--- src/rtl/hazard_ctrl.sv ---
// hazard_ctrl: pipeline sequencing controller for the five-stage RV32I core.
//
// It watches the IF/ID, ID/EX and EX/MEM instructions, the EX-stage redirect
// and the data-memory ready handshake. From these it drives the hold, bubble,
// flush and freeze controls of the stage registers. It also tracks the length
// of each memory wait, with a sticky timeout flag, and keeps saturating
// stall and flush counters for bring-up.
//
// Ports:
//   clk         core clock; all state updates on the falling edge
//   rst         asynchronous, active-high reset
//   id_inst     instruction in the IF/ID register
//   ex_inst     instruction in the ID/EX register
//   mem_inst    instruction in the EX/MEM register
//   br_taken    EX-stage redirect (taken branch, jal, jalr)
//   dmem_ready  data memory has completed the current access
//   hold_pc     PC keeps its value
//   hold_ifid   IF/ID keeps inst and pc
//   bubble_idex ID/EX loads a NOP and zero operands
//   flush_ifid  IF/ID loads a NOP
//   freeze      PC and every stage register hold
//   mem_err     sticky memory-wait timeout flag
//   stall_cnt   cycles with hold_pc or freeze high (saturating)
//   flush_cnt   cycles with flush_ifid high (saturating)
module hazard_ctrl #(
    parameter int CNT_W       = 16,
    parameter int MEM_TIMEOUT = 255
) (
    input  logic             clk,
    input  logic             rst,
    input  logic [31:0]      id_inst,
    input  logic [31:0]      ex_inst,
    input  logic [31:0]      mem_inst,
    input  logic             br_taken,
    input  logic             dmem_ready,
    output logic             hold_pc,
    output logic             hold_ifid,
    output logic             bubble_idex,
    output logic             flush_ifid,
    output logic             freeze,
    output logic             mem_err,
    output logic [CNT_W-1:0] stall_cnt,
    output logic [CNT_W-1:0] flush_cnt
);

    localparam int WAIT_W = (MEM_TIMEOUT < 2) ? 1 : $clog2(MEM_TIMEOUT + 1);
    localparam logic [WAIT_W-1:0] WAIT_MAX = WAIT_W'(MEM_TIMEOUT);
    localparam logic [WAIT_W-1:0] WAIT_ONE = WAIT_W'(1);

    localparam logic [6:0] OP_LOAD  = 7'b0000011;
    localparam logic [6:0] OP_STORE = 7'b0100011;
    localparam logic [6:0] OP_REG   = 7'b0110011;
    localparam logic [6:0] OP_IMM   = 7'b0010011;
    localparam logic [6:0] OP_BR    = 7'b1100011;
    localparam logic [6:0] OP_JALR  = 7'b1100111;

    typedef enum logic {RUN, MEMWAIT} state_t;

    state_t            state;
    logic [WAIT_W-1:0] wait_cnt;

    // Decode helpers take the whole instruction word.
    function automatic logic is_load(input logic [31:0] inst);
        return inst[6:0] == OP_LOAD;
    endfunction

    function automatic logic is_memop(input logic [31:0] inst);
        return (inst[6:0] == OP_LOAD) || (inst[6:0] == OP_STORE);
    endfunction

    function automatic logic uses_rs1(input logic [31:0] inst);
        return (inst[6:0] == OP_REG)   || (inst[6:0] == OP_IMM) ||
               (inst[6:0] == OP_LOAD)  || (inst[6:0] == OP_STORE) ||
               (inst[6:0] == OP_BR)    || (inst[6:0] == OP_JALR);
    endfunction

    function automatic logic uses_rs2(input logic [31:0] inst);
        return (inst[6:0] == OP_REG) || (inst[6:0] == OP_STORE) ||
               (inst[6:0] == OP_BR);
    endfunction

    function automatic logic [4:0] rd_of(input logic [31:0] inst);
        return inst[11:7];
    endfunction

    logic mem_stall;
    logic loaduse;

    assign mem_stall = is_memop(mem_inst) && !dmem_ready;

    // A load into x0 never creates a dependency.
    assign loaduse = is_load(ex_inst) && (rd_of(ex_inst) != 5'd0) &&
                     ((uses_rs1(id_inst) && (rd_of(ex_inst) == id_inst[19:15])) ||
                      (uses_rs2(id_inst) && (rd_of(ex_inst) == id_inst[24:20])));

    // Priority: memory freeze, then redirect, then load-use. A redirect
    // overrides load-use because the consumer in IF/ID is on the wrong path.
    always_comb begin
        // NOTE: every output gets a default first so no path leaves one
        // unassigned, which would otherwise infer a latch.
        hold_pc     = 1'b0;
        hold_ifid   = 1'b0;
        bubble_idex = 1'b0;
        flush_ifid  = 1'b0;
        freeze      = 1'b0;
        if (!rst) begin
            if (mem_stall) begin
                freeze = 1'b1;
            end else if (br_taken) begin
                flush_ifid  = 1'b1;
                bubble_idex = 1'b1;
            end else if (loaduse) begin
                hold_pc     = 1'b1;
                hold_ifid   = 1'b1;
                bubble_idex = 1'b1;
            end
        end
    end

    // Memory-wait tracker. mem_err is set on the edge that brings wait_cnt
    // to MEM_TIMEOUT, so it is compared against the value being loaded.
    always_ff @(negedge clk or posedge rst) begin
        if (rst) begin
            // NOTE: sequential state uses non-blocking assignments so every
            // register samples pre-edge values regardless of statement order.
            state    <= RUN;
            wait_cnt <= '0;
            mem_err  <= 1'b0;
        end else begin
            case (state)
                RUN: begin
                    if (mem_stall) begin
                        state    <= MEMWAIT;
                        wait_cnt <= WAIT_ONE;
                        if (WAIT_ONE == WAIT_MAX) mem_err <= 1'b1;
                    end
                end
                MEMWAIT: begin
                    if (dmem_ready) begin
                        state    <= RUN;
                        wait_cnt <= '0;
                    end else if (wait_cnt != WAIT_MAX) begin
                        wait_cnt <= wait_cnt + WAIT_ONE;
                        if ((wait_cnt + WAIT_ONE) == WAIT_MAX) mem_err <= 1'b1;
                    end
                end
                default: begin
                    state    <= RUN;
                    wait_cnt <= '0;
                end
            endcase
        end
    end

    // Bring-up counters, saturating at all-ones.
    always_ff @(negedge clk or posedge rst) begin
        if (rst) begin
            stall_cnt <= '0;
            flush_cnt <= '0;
        end else begin
            if ((hold_pc || freeze) && (stall_cnt != '1)) stall_cnt <= stall_cnt + 1'b1;
            if (flush_ifid && (flush_cnt != '1))          flush_cnt <= flush_cnt + 1'b1;
        end
    end

endmodule
--- config.mk ---
export PLATFORM = sky130hd
export DESIGN_NAME = hazard_ctrl
export DESIGN_NICKNAME = d
export VERILOG_FILES = /design/src/rtl/hazard_ctrl.sv
export SDC_FILE = /design/constraint.sdc
export NUM_CORES = 1
export LEC_CHECK = 0
export CORE_AREA = 2 2 89 74
export DETAILED_ROUTE_END_ITERATION = 8
export DIE_AREA = 0 0 91 76
export PLACE_DENSITY = 0.83
export SETUP_SLACK_MARGIN = 0.15
export SLEW_MARGIN = 20
export SYNTH_ARGS = -nofsm -noshare
export SYNTH_HDL_FRONTEND = slang
export SYNTH_SLANG_ARGS = --single-unit
--- constraint.sdc ---
create_clock -name clk -period 3.5 [get_ports clk]
set_clock_uncertainty 0.15 [all_clocks]
set_input_delay 0.7 -clock clk [delete_from_list [all_inputs] [get_ports clk]]
set_output_delay 0.7 -clock clk [all_outputs]
set_load 0.02 [all_outputs]
==> results of run 1 <==
logic make-up after synthesis:
group	Yosys count	synth area share
flops	42	0.4492
compound gates	27	0.09733
simple gates	101	0.2401
buf+inv	17	0.02941
mux	2	0.009625
xor+xnor	40	0.1529
fa+ha+maj	4	0.02139
metrics by stage:
step | cells | worst slack, ns | instance area (µm²) | TNS, ns
final | 486 | -0.4606 | 4282 | -12.82
after global routing | 486 | -0.5243 | 4282 | -15.37
after CTS | 470 | -0.4661 | 4060 | -12.06
after global placement | 445 | -1.155 | 3656 | -48.92
after floorplan | 233 | -0.6031 | 2397 | -16.27
after detailed placement | 445 | -1.212 | 3656 | -51.51
cells in the mapped netlist (2+ instances only):
cell type	instances
dfrtn_1	42
xnor2_1	24
nand2_1	21
nor2_1	18
nand4_1	15
xor2_1	15
nand3_1	14
o21ai_0	14
inv_1	13
and3_1	7
ha_1	4
nand2b_1	3
nor3_2	3
a211oi_1	2
and2_1	2
and4_2	2
and4_4	2
clkbuf_1	2
mux2_2	2
nor2b_1	2
nor3_1	2
nor4_1	2
final timing paths:
check	startpoint	end
hold reg to reg	wait_cnt[5]$_DFFE_NP0P_	wait_cnt[5]$_DFFE_NP0P_
hold / removal	wait_cnt[5]$_DFFE_NP0P_	wait_cnt[5]$_DFFE_NP0P_
setup reg to reg	flush_cnt[6]$_DFFE_NP0P_	flush_cnt[14]$_DFFE_NP0P_
min in group asynchronous	rst	wait_cnt[1]$_DFFE_NP0P_
max in group asynchronous	rst	stall_cnt[4]$_DFFE_NP0P_
setup / recovery	id_inst[23]	stall_cnt[14]$_DFFE_NP0P_
worst max-delay path: cells and delay by family:
kind                   cells  cell delay (ns)
AO/OA/AOI/OAI              2             0.34
XOR/XNOR                   2             0.32
AND/OR/NAND/NOR            3             0.51
buffers and inverters      2             0.32
layout make-up:
cell class / instances / area (µm²) / share of cell area
Tap cell: 84 / 105.1 / 0.02455
Timing Repair Buffer: 165 / 1464 / 0.3419
Multi-Input combinational cell: 174 / 1499 / 0.3501
Sequential cell: 42 / 1051 / 0.2455
Clock inverter: 2 / 37.54 / 0.008767
Inverter: 13 / 52.55 / 0.01227
Clock buffer: 6 / 72.57 / 0.01695
layer usage:
metal	vias up	track usage	wire, µm
li1	1154	-	-
met4	0	0.05455	86
met5	-	0	0
met3	11	0.04649	295
met2	60	0.3496	3611
met1	1154	0.2457	2846
layout by cell type, fill, tap and decap left out, drive strengths merged, types with 7 or more instances in the layout:
cell / Yosys / routed
and3: 7 / 7
dfrtn: 42 / 42
dlygate4sd2: 0 / 11
nor2: 19 / 19
nand4: 15 / 15
o21ai: 14 / 14
nand3: 14 / 14
xor2: 16 / 16
buf: 2 / 146
nand2: 21 / 21
xnor2: 24 / 24
inv: 13 / 12
clkbuf: 2 / 8
sequential cells by signal, indices dropped and copies added, names as in the netlist:
name and flops:
flush_cnt 16, wait_cnt 8, stall_cnt 16, state 1
mem_err 1
power groups by stage:
stage	combinational (mW)	sequential, mW	clock [mW]
floorplan	0.109	0.649	0
global placement	0.408	0.576	0
detailed placement	0.419	0.580	0
CTS	0.480	0.578	0.399
global route	0.569	0.585	0.424
finish	0.535	0.579	0.398
timing repair:
action	4_1_cts	5_1_grt
setup buffers	17	16
endpoints found under the setup margin	80	74
pin swaps	46	22
resized for setup	366	34
gates cloned	0	0
==> results by group, run 1 <==
Outcome
  – Status: finished, violations left
  – Failing checks: negative setup slack

Hold path
  – Hold depth: 1
  – Worst min-delay path class: flip-flop to flip-flop

Synth
  – Mapped Area: 0.002340 mm²
  – Register area share after synthesis: 0.4492
  – Number of synthesized flops with an enable pin: 0
  – Fraction of registers with async set/reset: 1.000
  – Mapped Cells: 233
  – Yosys cell types: 44
  – Synthesized area per cell: 10.04 µm²
  – Main synth FF type: dfrtn_1
  – Area leader, netlist: dfrtn_1
  – Main area contributors after synthesis: dfrtn_1, xnor2_1, xor2_1
  – Top cell type's share of synthesized area: 0.4492
  – Post-synthesis register bit count: between 40 and 50
  – YS warnings: 0
  – Syn_nets: about 340

Timing
  – Final Hold Viols: 0
  – PnR worst setup slack: -0.4606 ns
  – Slew HR: 0.6452
  – Final setup viols: between 40 and 50
  – WHS: roughly 0.28 ns
  – RSZ-0062 raised after global routing: yes
  – Slew Viols, Final: 0
  – Worst Tran Pin Value: 0.5322 ns

Placement
  – HPWL after detailed placement: 4.567 mm
  – PortBufs: 76
  – GP Congestion: a little over 0.8

Worst setup path
  – CP startpoint kind: input pin
  – Crit path cell chain: clkdlybuf4s15_1 -> xor2_1 -> nor2_1 -> and4_4 -> o211ai_4 -> a21boi_4 -> buf_6 -> nand4_1 -> xnor2_1
  – Slowest cell on the critical path: and4_4
  – Crit. End Element: flip-flop
  – Data required time at the worst endpoint: 1.75 ns
  – Crit Path Max Fanout: 5
  – Worst R2R Setup Slack: ~1.0 ns
  – Crit-path max cell delay: between 0.2 and 0.3 ns
  – Worst Path Arrival: between 2 and 2.5 ns
  – Reg2Reg Depth: 10
  – Crit Path Class: input pin to flip-flop

Floorplanning
  – Site Rows: 26
  – I/O pins: around 140
  – Die area: ~0.007 mm²
  – Initial core utilization: 0.3826
  – Die Y: approximately 76 µm
  – Die Wd: approximately 91 µm
  – Total core area: 0.006116 mm²

Detailed routing
  – WL/cell: 14.07 µm
  – Initial DRT Pass Iterations: 4
  – Final WL: 6.839 mm
  – Via-per-instance ratio: 4.895
  – DRC viols: 0
  – Via count: 2379
  – First DRT Iteration DRCs: 65
  – Routed Antenna Nets: 0

CTS
  – CTS tree: yes
  – Clock tree buffer depth: 2
  – # H-tree levels: 2
  – Clock-pin slew on the worst setup and hold paths: approximately 0.06 ns
  – Total CTS buffers: 5
  – CTS Root Cell: clkbuf_8
  – Clock Latency Late Sink: around 0.31 ns
  – Hold buffers post-CTS: 0
  – Clock sink count: between 40 and 50

Pwr
  – Peak supply drop: between 0.3 and 0.4 mV
  – P_leak: between 2 and 2.5 nW
  – Clock share of power: 0.263
  – Sw frac: 0.3082
  – Pint: around 1.0 mW
  – Comb power frac: 0.354
  – P_sw: about 470 µW
  – P per Cell Area: about 350 mW/mm²
  – Overall power: about 1.5 mW
  – Reg power frac: 0.383

Cells and area
  – Share of layout cells above drive strength 1: 0.5249
  – Ant. Diodes: 0
  – Final #Nets: approximately 500
  – Area Growth Syn to Fin: 82.99%
  – Final core occ: 0.7001
  – Fill cells: roughly 460

Global routing
  – First-pass GRT wire length: about 11 mm
  – Vias in the first global route: ~2400
  – Grt ovf: 0
  – Total track usage: 0.1991
  – Largest net degree at the start of global routing: 43
  – Initial antenna violation count: 0

Run
  – MaxCap Viol Count: 0
(Power assumes the default switching activity.)
==> run 2: changes to the inputs <==
CORE_AREA = 2 2 88 73   (was 2 2 89 74)
DIE_AREA = 0 0 90 75   (was 0 0 91 76)
PLACE_DENSITY = 0.85   (was 0.83)
==> results by group, run 2 (synthesized netlist as in run 1, its figures left out) <==
Detailed routing
  – WL/cell: 15.49 µm (+10%)
  – Initial DRT Pass Iterations: 4 (unchanged)
  – DRC viols: 0 (unchanged)
  – Met2 Wirelength: 4.116 mm (+14%)
  – Via count: 2486 (+4.5%)
  – First DRT Iteration DRCs: 115 (+77%)
  – Uppermost layer routed: met4
  – Routed Antenna Nets: 0 (unchanged)
  – Final WL: 7.667 mm (+12%)
  – Met3 Wirelength: 372 µm (+26%)
  – Routed metal-1 wire length: 3.006 mm (+5.6%)
  – Via-per-instance ratio: 5.022 (+2.6%)

Pwr
  – Peak supply drop: 0.2166 mV (-40%)
  – P_leak: 2.151 nW (+2.0%)
  – Overall power: 1.436 mW (-5.0%)
  – P per Cell Area: 328.1 mW/mm² (-7.0%)

Timing
  – PnR worst setup slack: -0.4831 ns (-0.02254 ns)
  – Final setup viols: 40 (-4.8%)
  – Slew HR: 0.6515 (+0.006346)
  – Worst Tran Pin Value: 0.5227 ns (-0.009519 ns)
  – Final Hold Viols: 0 (unchanged)
  – Setup TNS: -13.49 ns (-0.6658 ns)
  – WHS: 0.2871 ns (+0.002510 ns)
  – Slew Viols, Final: 0 (unchanged)
  – RSZ-0062 raised after global routing: yes

Worst setup path
  – Crit-path max cell delay: 0.37 ns (+0.11 ns)
  – WP buf/inv: 3 (+1)
  – Data required time at the worst endpoint: 1.74 ns (about the same)
  – Most numerous cell on the critical path: buf_6
  – Worst R2R Setup Slack: 1.03 ns (about the same)
  – Crit Path Class: input pin to flip-flop
  – Crit. End Element: flip-flop
  – Crit path cell chain: buf_6 -> a222oi_1 -> and4_4 -> o211ai_4 -> a21boi_4 -> buf_6 -> buf_6 -> nand2_2 -> xnor2_1
  – Slowest cell on the critical path: a222oi_1
  – Cell family with most CP delay: compound AO/OA/AOI/OAI gates
  – Crit Path Max Fanout: 3 (-2)
  – CP startpoint kind: input pin
  – Worst Path Arrival: 2.23 ns (+0.02 ns)

CTS
  – CTS tree: yes
  – Hold buffers post-CTS: 0 (unchanged)
  – Clock tree buffer depth: 2 (unchanged)
  – CTS Root Cell: clkbuf_8
  – Clock-pin slew on the worst setup and hold paths: 0.06 ns (about the same)
  – # H-tree levels: 2 (unchanged)
  – Clock sink count: 42 (unchanged)
  – Clock Latency Late Sink: 0.31 ns (about the same)
  – Total CTS buffers: 5 (unchanged)

Hold path
  – Worst min-delay path class: flip-flop to flip-flop

Cells and area
  – Final #Nets: 517 (+2.4%)
  – Final Cell Area: 0.004375 mm² (+2.2%)
  – Fin cells: 495 (+1.9%)
  – Area Growth Syn to Fin: 87.01%
  – Ant. Diodes: 0 (unchanged)
  – Biggest regs: flush_cnt: 16 flops, stall_cnt: 16 flops, wait_cnt: 8 flops
  – Share of layout cells above drive strength 1: 0.5435 (+0.01860)
  – Commonest non-fill, non-tap cell in the layout: buf_4
  – Final core occ: 0.7520 (+0.05196)
  – Commonest cells after routing, fill and taps aside: buf_4, buf_6, dfrtn_1

Placement
  – Post-place instance area: 0.003665 mm² (+0.24%)
  – PortBufs: 76 (unchanged)
  – Post-Place Setup Slack: -1.249 ns (-0.03673 ns)
  – GP Congestion: 0.8667 (+5.5%)
  – HPWL after detailed placement: 4.870 mm (+6.6%)
  – Placed insts: 442 (-0.67%)

Global routing
  – First-pass GRT wire length: 12.08 mm (+7.6%)
  – Largest net degree at the start of global routing: 43 (unchanged)
  – Grt ovf: 0 (unchanged)
  – Vias in the first global route: 2611 (+9.5%)
  – Initial antenna violation count: 0 (unchanged)
  – Total track usage: 0.2273 (+0.02828)

Floorplanning
  – Die Y: 75 µm (-1.3%)
  – Initial core utilization: 0.4022 (+0.01958)
  – Die Wd: 90 µm (-1.1%)
  – Site Rows: 25 (-3.8%)
  – Total core area: 0.005818 mm² (-4.9%)
  – I/O pins: 138 (unchanged)
  – Die area: 0.006750 mm² (-2.4%)

Run
  – MaxCap Viol Count: 0 (unchanged)

Outcome
  – Status: finished, violations left
  – Failing checks: negative setup slack
run 2: area by class of cell:
type | count | area (µm²)
repair buffers | 177 | 1627
inverters | 13 | 52.55
well taps | 81 | 101.3
multi-input cells | 174 | 1458
clock inverters | 2 | 13.76
flip-flops and latches | 42 | 1051
fillers | 407 | 1443
clock buffers | 6 | 72.57
run 2: worst paths after layout:
check | startpoint | to | cells past startpoint
worst max register to register | stall_cnt[0]$_DFFE_NP0P_ | stall_cnt[4]$_DFFE_NP0P_ | 10
min in group asynchronous | rst | wait_cnt[3]$_DFFE_NP0P_ | 4
worst min register to register | wait_cnt[5]$_DFFE_NP0P_ | wait_cnt[5]$_DFFE_NP0P_ | 1
worst max-delay path | id_inst[21] | stall_cnt[2]$_DFFE_NP0P_ | 9
worst min-delay path | wait_cnt[5]$_DFFE_NP0P_ | wait_cnt[5]$_DFFE_NP0P_ | 1
max in group asynchronous | rst | stall_cnt[3]$_DFFE_NP0P_ | 4
run 2: report_power, final:
group          total, mW  internal [mW]  switching [mW]
Clock              0.322          0.141           0.181
Combinational      0.534          0.291           0.242
Sequential         0.580          0.539          0.0409
Total               1.44          0.971           0.464
run 2: timing repair:
action                     in CTS  in global routing
buffers inserted               34                 11
pin swaps                      49                 23
gates resized for setup       392                 33
setup endpoints to repair      79                 75
run 2: metal layers:
layer,vias up,GRT usage
met5,-,0
met4,0,0.08034
li1,1176,-
met2,80,0.4386
met1,1208,0.2522
met3,22,0.05405
==> run 3: changes to the inputs <==
CTS_CLUSTER_DIAMETER = 100   (was not set)
==> results of run 3 <==
No change in the layout: final DEF, timing and power equal those of run 2.
